--- config.mk ---
export PLATFORM = sky130hd
export DESIGN_NAME = sll_iter
export DESIGN_NICKNAME = d
export VERILOG_FILES = /design/src/rtl/sll_iter.sv
export SDC_FILE = /design/constraint.sdc
export NUM_CORES = 1
export LEC_CHECK = 0
export BUFFER_PORTS_ARGS = -buffer_cell sky130_fd_sc_hd__buf_2
export CAP_MARGIN = 20
export CORE_MARGIN = 4
export CORE_UTILIZATION = 47
export DETAILED_ROUTE_END_ITERATION = 10
export PLACE_DENSITY = 0.68
export SETUP_SLACK_MARGIN = 0.1
export SLEW_MARGIN = 20
export SYNTH_ARGS = -nofsm -noshare
export SYNTH_HDL_FRONTEND = slang
export SYNTH_SLANG_ARGS = --single-unit
--- constraint.sdc ---
create_clock -name clock -period 5 [get_ports clock]
set_clock_uncertainty 0.15 [all_clocks]
set_input_delay 1.5 -clock clock [delete_from_list [all_inputs] [get_ports clock]]
set_output_delay 1.5 -clock clock [all_outputs]
set_load 0.01 [all_outputs]
--- src/rtl/sll_iter.sv ---
// Iterative logical-left shifter: one power-of-two stage (1,2,4,8,16) per clock.
// Reports unsigned (lost ones) and signed (sign not preserved) overflow of the shift.
module sll_iter #(
  parameter int unsigned WIDTH = 32
) (
  input  logic             clock,
  input  logic             reset,
  input  logic             ctrl_start,
  input  logic [WIDTH-1:0] data_in,
  input  logic [4:0]       sh_amt,
  output logic [WIDTH-1:0] data_out,
  output logic             uovf,
  output logic             sovf,
  output logic             busy,
  output logic             data_ready
);

  typedef enum logic [1:0] {StIdle, StShift, StDone} state_e;

  state_e           state_q, state_d;
  logic [2:0]       k_q;
  logic [4:0]       amt_q;
  logic [WIDTH-1:0] acc_q, acc_d;
  logic             lost_u_q, lost_u_d;
  logic             lost_s_q, lost_s_d;
  logic [WIDTH-1:0] data_out_q;
  logic             uovf_q, sovf_q;

  logic             accept;
  logic             last_stage;
  int unsigned      stage_sh;
  logic [WIDTH-1:0] top_bits;
  logic [WIDTH-1:0] ones_mask;
  logic             stage_u, stage_s;

  assign accept     = (state_q != StShift) && ctrl_start;
  assign last_stage = (k_q == 3'd4);

  // State register
  always_ff @(posedge clock) begin
    if (reset) begin
      state_q <= StIdle;
    end else begin
      state_q <= state_d;
    end
  end

  // Next-state logic
  always_comb begin
    state_d = state_q;
    unique case (state_q)
      StIdle:  if (ctrl_start) state_d = StShift;
      StShift: if (last_stage) state_d = StDone;
      StDone:  state_d = ctrl_start ? StShift : StIdle;
      default: state_d = StIdle;
    endcase
  end

  // Output logic; both decode a register so they are glitch-free registered values
  always_comb begin
    busy       = (state_q == StShift);
    data_ready = (state_q == StDone);
  end

  // One shift stage. Signed overflow composes per stage: the whole shift keeps the
  // sign exactly when every stage keeps its top (2^k)+1 bits identical.
  always_comb begin
    stage_sh  = 32'd1 << k_q;
    top_bits  = acc_q >> (WIDTH - 1 - stage_sh);
    ones_mask = {WIDTH{1'b1}} >> (WIDTH - 1 - stage_sh);
    stage_u   = (acc_q >> (WIDTH - stage_sh)) != '0;
    stage_s   = (top_bits != '0) && (top_bits != ones_mask);
    acc_d     = acc_q;
    lost_u_d  = lost_u_q;
    lost_s_d  = lost_s_q;
    if (amt_q[k_q]) begin
      acc_d    = acc_q << stage_sh;
      lost_u_d = lost_u_q | stage_u;
      lost_s_d = lost_s_q | stage_s;
    end
  end

  always_ff @(posedge clock) begin
    if (reset) begin
      k_q        <= '0;
      amt_q      <= '0;
      acc_q      <= '0;
      lost_u_q   <= 1'b0;
      lost_s_q   <= 1'b0;
      data_out_q <= '0;
      uovf_q     <= 1'b0;
      sovf_q     <= 1'b0;
    end else if (accept) begin
      k_q      <= '0;
      amt_q    <= sh_amt;
      acc_q    <= data_in;
      lost_u_q <= 1'b0;
      lost_s_q <= 1'b0;
    end else if (state_q == StShift) begin
      k_q      <= k_q + 3'd1;
      acc_q    <= acc_d;
      lost_u_q <= lost_u_d;
      lost_s_q <= lost_s_d;
      if (last_stage) begin
        data_out_q <= acc_d;
        uovf_q     <= lost_u_d;
        sovf_q     <= lost_s_d;
      end
    end
  end

  assign data_out = data_out_q;
  assign uovf     = uovf_q;
  assign sovf     = sovf_q;

endmodule

==> reports/results.md, run 1 <==
### STA
- 21.0% — normalized max-slew margin
- 93.5% — portion of the clock cycle consumed by the worst path in the final layout
- 0 ns — setup TNS
- no — RSZ-0062 raised after global routing
- 4.67 ns — Min Clock Period, post-route
- 0 — max-slew violations
- 0 — final hold viol count
- 214 MHz — highest attainable clock frequency
- 0.326 ns — post-layout worst setup margin
- 1.18 ns — Worst Max-Slew Pin Slew
- 0 — count of final setup violators

### Global routing
- 11.8% — global routing usage on met3
- 35.6% — Total Routing Usage GR
- 50.0% — global routing usage on met2
- met2 — Top Usage Layer GRT
- 9581 — number of global-route vias before repair
- 1 — antenna violations before repair
- 49.3% — met1 usage
- 0 — total gr overflow
- 63 — maximum number of pins on one net before global-route repair
- 56400 um — first-pass GRT wire length

### Worst setup path
- reg -> reg — startpoint-to-endpoint class of the critical path
- 12 — cell depth of the worst flop-to-flop path
- k_q[1] — Critical Path Start
- 5.11 ns — critical path required time
- 4.79 ns — crit path DAT
- acc_q[31] — end of the worst register-to-register path
- 0.33 ns — worst setup slack for register-to-register paths
- 44 — worst-path maximum fanout
- acc_q[31] — end point of the critical path
- flip-flop — nature of the critical path endpoint
- k_q[1] — startpoint of the worst-slack reg-to-reg timing path
- flip-flop — startpoint type of the worst setup path

### Yosys
- 0 — Synth warnings
- sky130_fd_sc_hd__dfxtp_1 — largest area contributor in the synthesized netlist
- 0% — fraction of registers with async set or reset after synthesis
- 7.20 sq um — mean post-synth cell area
- 78 — flop and latch count out of synthesis
- 18.5% — share of the yosys chip area belonging to registers
- 0 — number of enable flip-flop cells after synthesis
- sky130_fd_sc_hd__nor2_1 (131), sky130_fd_sc_hd__nand2_1 (111), sky130_fd_sc_hd__a211oi_1 (100), sky130_fd_sc_hd__a21oi_1 (95), sky130_fd_sc_hd__clkbuf_1 (81) — leading cell types by count after synthesis
- 82 — Synth cell types
- compound AO/OA/AOI/OAI gates — main combinational cell family by area after synthesis
- sky130_fd_sc_hd__nor2_1 — top-count cell post-synth
- 1.63% — share of synthesized cell area in full adder, half adder and majority cells
- 11.8% — share of synthesized area spent on multiplexers
- 36.4% — Compound-Gate Fraction of Synth Area
- sky130_fd_sc_hd__dfxtp_1 — most common flop cell mapped by yosys
- 8430 sq um — cell area after synthesis
- sky130_fd_sc_hd__dfxtp_1 (19%), sky130_fd_sc_hd__a211oi_1 (8.9%), sky130_fd_sc_hd__nor2_1 (5.8%), sky130_fd_sc_hd__mux2i_1 (5.7%), sky130_fd_sc_hd__a21oi_1 (5.6%) — leading cell types by total area after synthesis
- 18.5% — proportion of netlist area held by the largest area contributor
- 1171 — count of mapped cells out of synthesis
- 1.04% — post-synthesis share of cell area spent on xor and xnor gates
- 23.6% — simple-gate area share of the yosys netlist
- 1222 — Synthesized Nets

### Floorplan
- 20100 sq um — Die Footprint
- 142 um — floorplan die width
- 48 — floorplan row count
- 76 — IO Count
- 48.4% — Starting Density
- 142 um — Die Y
- 17400 sq um — core area

### Power
- 248 nW/um^2 — power density cells
- 0.00356 uW — LEAKAGE
- 2310 uW — overall power
- 217 uV — Peak supply drop

### Status
- finished clean — result of the run

### Clock network
- 2 — clock tree buffer depth
- sky130_fd_sc_hd__clkbuf_16 — root cell of the clock tree
- 0.36 ns — Worst-Skew Late Latency
- built — CTS tree
- 0 — Resized cells post-CTS
- 9 — TritonCTS Buffers
- 3 — H-tree levels
- 0 — quantity of hold-fixing buffers added after cts
- 0 — number of buffers added for setup after CTS
- 0.08 ns — clock input transition at the sequential cells of the worst setup and hold paths
- 78 — clk sink count

### Routing
- 7.27 — detail-routed via count per cell
- 1746 — Iteration-0 DRC Markers
- 26.4 um — average wire per cell in the routed design
- 37400 um — total wirelength of the detailed-routed design
- 10300 — number of vias in the routed layout
- 6 — router iterations before antenna repair
- 0 — DRC violation count after routing
- 0 — antenna viol nets, final

### Layout
- 1712 — Filler Cells Inserted
- 16.2% — share of layout cells above drive strength 1
- 10.1% — area growth from synthesis to layout
- 1234 — post-layout net count

### Placed design
- 1.11 — RD Place Congestion
- 27100 um — detailed placer's ending HPWL
- 75 — count of input and output buffers
- 0.546 ns — Post-Place Setup Slack

### Worst hold path
- reg -> reg — Tightest Hold Check Type
- 2 — number of stages on the worst hold path

### Run
- 0 — reported max-cap violation count

[layout by cell type, fill, tap and decap left out, types with 21 or more instances in the layout]
cell type / netlist / routed
sky130_fd_sc_hd__a211oi_1: 100 / 100
sky130_fd_sc_hd__buf_2: 31 / 75
sky130_fd_sc_hd__buf_4: 2 / 50
sky130_fd_sc_hd__dfxtp_1: 78 / 77
sky130_fd_sc_hd__a22oi_1: 25 / 25
sky130_fd_sc_hd__nor2b_1: 30 / 29
sky130_fd_sc_hd__mux2i_1: 48 / 48
sky130_fd_sc_hd__nand3_1: 21 / 21
sky130_fd_sc_hd__nor3_1: 34 / 34
sky130_fd_sc_hd__o21ai_0: 56 / 56
sky130_fd_sc_hd__a21oi_1: 95 / 94
sky130_fd_sc_hd__nand2_1: 111 / 111
sky130_fd_sc_hd__nor2_1: 131 / 130
[cells by family (layout without fill, tap and decap cells)]
family,Yosys count,after routing
AOI/OAI and AO/OA,444,444
xor gates and xnor gates,10,10
adders and majority gates,11,11
buffers and inverters,143,160
DFF,78,78
muxes,77,77
other,0,1
and+or+nand+nor,408,408
[state kept, by name (all words and copies together), names as in the netlist]
name,count
lost_s_q,1
state_q,2
acc_q,32
k_q,3
data_out,32
uovf,1
sovf,1
amt_q,5
lost_u_q,1
[worst max-delay path: stages (launching register included)]
cell	delay [ns]
sky130_fd_sc_hd__dfxtp_1	0.38
sky130_fd_sc_hd__inv_1	0.17
sky130_fd_sc_hd__ha_1	0.19
sky130_fd_sc_hd__buf_4	0.45
sky130_fd_sc_hd__nor3_1	0.17
sky130_fd_sc_hd__nor2_1	0.63
sky130_fd_sc_hd__nor2_1	0.22
sky130_fd_sc_hd__a2111oi_0	0.91
sky130_fd_sc_hd__mux2i_1	0.35
sky130_fd_sc_hd__a21oi_1	0.42
sky130_fd_sc_hd__a22o_1	0.23
sky130_fd_sc_hd__nor2_1	0.05
sky130_fd_sc_hd__a211oi_1	0.22
[stage by stage]
| step | hold slack (ns) | cells | util (%) | cell area (sq um) |
|---|---|---|---|---|
| 3_3_place_gp | 0.294 | 1397 | 51.7 | 9000 |
| 3_5_place_dp | 0.300 | 1397 | 51.7 | 9000 |
| 5_1_grt | 0.337 | 1413 | 53.3 | 9290 |
| 4_1_cts | 0.310 | 1413 | 53.3 | 9290 |
| 6_report | 0.307 | 1414 | 53.3 | 9290 |
| 2_1_floorplan | 0.282 | 1171 | - | 8430 |
[cell type report]
class	count	area, sq um	area share [%]
antenna	1	2.50	0.0269
sequential	78	1560	16.8
timing repair buffer	126	771	8.30
clock buffer	9	225	2.42
tap	225	282	3.03
inverter	18	70.1	0.754
multi-input combinational	950	6310	68.0
clock inverter	7	62.6	0.674
[worst min path at each step]
stage	from	to	slack, ns
final	data_out[27]	data_out[27]	0.31
after global routing	data_out[29]	data_out[29]	0.34
after CTS	amt_q[1]	amt_q[1]	0.31
after detailed placement	data_out[27]	data_out[27]	0.30
after global placement	data_out[27]	data_out[27]	0.29
after floorplan	lost_s_q	lost_s_q	0.28
[report_power, final]
group | switching (uW) | internal, uW
registers | 86.2 | 651
clock network | 312 | 347
logic | 574 | 337
total | 972 | 1340
[layer usage]
layer / part of all wire, % / routed length [um]
met5: 0 / 0
met4: 4.8 / 1780
met3: 14 / 5220
met2: 41 / 15300
met1: 40 / 15000
Note: power is estimated with default switching activity, not from simulation.
==> run 2, diff against run 1 <==
- PLACE_DENSITY: 0.68 -> 0.69
- clock period: 5 -> 4.7 ns (I/O delays scaled with it)
==> run 2 against run 1 <==
- critical path depth is 4 higher
- non-clock buffer count is 36 higher
- critical endpoint is now lost_s_q
- fmax is 7.6% higher
- die area stayed put
- via count is 1.0% higher
- worst hold slack worse by 0.0024 ns
- first-iteration DRC count is 20% lower
- sequential share of layout area is 0.58 points lower
- combinational power is 12% higher
- register-to-register slack better by 0.03 ns
- setup slack better by 0.029 ns
- critical path type unchanged
==> reports/results.md, run 2 (same netlist as run 1, synthesis figures left out) <==
### Clock network
- 0 — Resized cells post-CTS
- 0 — quantity of hold-fixing buffers added after cts
- 9 — TritonCTS Buffers
- 78 — clk sink count
- 0.07 ns — clock input transition at the sequential cells of the worst setup and hold paths
- sky130_fd_sc_hd__clkbuf_16 — root cell of the clock tree
- 0.36 ns — Worst-Skew Late Latency
- built — CTS tree
- 3 — H-tree levels
- 2 — clock tree buffer depth
- 0 — number of buffers added for setup after CTS

### Status
- finished clean — result of the run

### Placed design
- 1.08 — RD Place Congestion
- 29200 um — detailed placer's ending HPWL
- 75 — count of input and output buffers

### Routing
- 10400 — number of vias in the routed layout
- 7 — router iterations before antenna repair
- 0 — antenna viol nets, final
- 0 — DRC violation count after routing
- 39500 um — total wirelength of the detailed-routed design
- 7.17 — detail-routed via count per cell
- 1401 — Iteration-0 DRC Markers
- 27.3 um — average wire per cell in the routed design

### Floorplan
- 142 um — floorplan die width
- 48 — floorplan row count
- 17400 sq um — core area
- 48.4% — Starting Density
- 76 — IO Count
- 142 um — Die Y
- 20100 sq um — Die Footprint

### Worst setup path
- 13 — worst-path maximum fanout
- ha_1, and2_1, inv_1, ha_1, ha_1, nand4bb_2, buf_6, nor2_1, buf_4, nand4_1, a21oi_1, mux2_2, nor4b_1, nand4_1, o211ai_1, a21oi_1 — cell-by-cell listing of the critical path
- 4.75 ns — critical path required time
- reg -> reg — startpoint-to-endpoint class of the critical path
- 0.40 ns — peak per-stage delay on the critical path
- 0.36 ns — worst setup slack for register-to-register paths
- sky130_fd_sc_hd__dfxtp_2 — slowest cell on the critical path
- 16 — cell depth of the worst flop-to-flop path
- lost_s_q — end of the worst register-to-register path
- k_q[0] — startpoint of the worst-slack reg-to-reg timing path
- flip-flop — nature of the critical path endpoint
- 4.39 ns — crit path DAT
- flip-flop — startpoint type of the worst setup path
- sky130_fd_sc_hd__ha_1 — dominant cell type by count on the critical path

### Worst hold path
- lost_s_q — hold path startpoint
- 2 — number of stages on the worst hold path
- reg -> reg — Tightest Hold Check Type
- lost_s_q — worst hold endpoint

### Layout
- 19.4% — share of layout cells above drive strength 1
- sky130_fd_sc_hd__nor2_1 (129), sky130_fd_sc_hd__nand2_1 (111), sky130_fd_sc_hd__a211oi_1 (99), sky130_fd_sc_hd__a21oi_1 (94), sky130_fd_sc_hd__buf_4 (82) — leading cell types in the layout, fill and taps excluded
- 14.1% — area growth from synthesis to layout
- 0 — antenna diode instance count
- sky130_fd_sc_hd__nor2_1 — commonest non-fill, non-tap cell in the layout
- 55.3% — fraction of the core area covered by cells at the end of the flow
- 1270 — post-layout net count

### Global routing
- 38.5% — Total Routing Usage GR
- 0 — antenna violations before repair
- 60200 um — first-pass GRT wire length
- 0 — total gr overflow
- 9746 — number of global-route vias before repair
- 59 — maximum number of pins on one net before global-route repair

### STA
- 0 ns — setup TNS
- 40.4% — normalized max-slew margin
- 230 MHz — highest attainable clock frequency
- 92.4% — portion of the clock cycle consumed by the worst path in the final layout
- 4.34 ns — Min Clock Period, post-route
- 0 — max-slew violations
- no — RSZ-0062 raised after global routing
- 0.895 ns — Worst Max-Slew Pin Slew
- 0 — count of final setup violators
- 0.305 ns — minimum hold slack
- 0 — final hold viol count

### Power
- 206 uV — Peak supply drop
- 0.00376 uW — LEAKAGE
- 260 nW/um^2 — power density cells

### Run
- 0 — reported max-cap violation count

[run 2: layout make-up]
type,count,area (sq um)
fillers,1690,7790
multi-input cells,950,6350
repair buffers,162,1070
inverters,18,70.1
well taps,225,282
clock inverters,7,62.6
clock buffers,9,225
flip-flops and latches,78,1560
[run 2: how the worst max path moves through the flow]
stage          startpoint       end  slack, ns  depth (start not counted)
6_report           k_q[0]  lost_s_q       0.36                         16
5_1_grt            k_q[0]  lost_s_q       0.11                         16
4_1_cts            k_q[0]      sovf       0.10                         15
3_5_place_dp       k_q[0]      sovf       0.11                         15
3_3_place_gp       k_q[0]  lost_s_q       0.20                         17
2_1_floorplan      k_q[0]  lost_s_q       0.11                         20
[run 2: layer usage]
| layer | GRT usage (%) | share of wire (%) | up-vias |
|---|---|---|---|
| met2 | 54.8 | 41 | 801 |
| met1 | 54.9 | 42 | 4899 |
| met5 | 0 | 0 | - |
| met4 | 15.7 | 4.4 | 0 |
| met3 | 10.5 | 13 | 131 |
| li1 | - | - | 4552 |
[run 2: per-stage QoR]
| step | setup WS [ns] | total power (uW) | cell area, sq um | instances |
|---|---|---|---|---|
| after floorplan | 0.113 | 1420 | 8440 | 1171 |
| after global placement | 0.203 | 1760 | 9290 | 1433 |
| after detailed placement | 0.114 | 1750 | 9290 | 1433 |
| after CTS | 0.100 | 2460 | 9580 | 1449 |
| after global routing | 0.111 | 2600 | 9630 | 1449 |
| final | 0.355 | 2500 | 9630 | 1449 |
[run 2: critical path: cells and delay by family (launching register included)]
kind / cells / cell delay, ns
buffers and inverters: 3 / 0.51
adder cells (fa/ha/maj): 3 / 0.70
flip-flops: 1 / 0.40
AO/OA/AOI/OAI: 3 / 0.72
multiplexers: 1 / 0.38
AND/OR/NAND/NOR: 6 / 1.31
[run 2: power by group]
part	internal [uW]	leakage [uW]	total, uW	switching (uW)
Clock	370	0.000139	705	335
Combinational	388	0.00299	1020	628
Sequential	693	0.000638	783	90.4
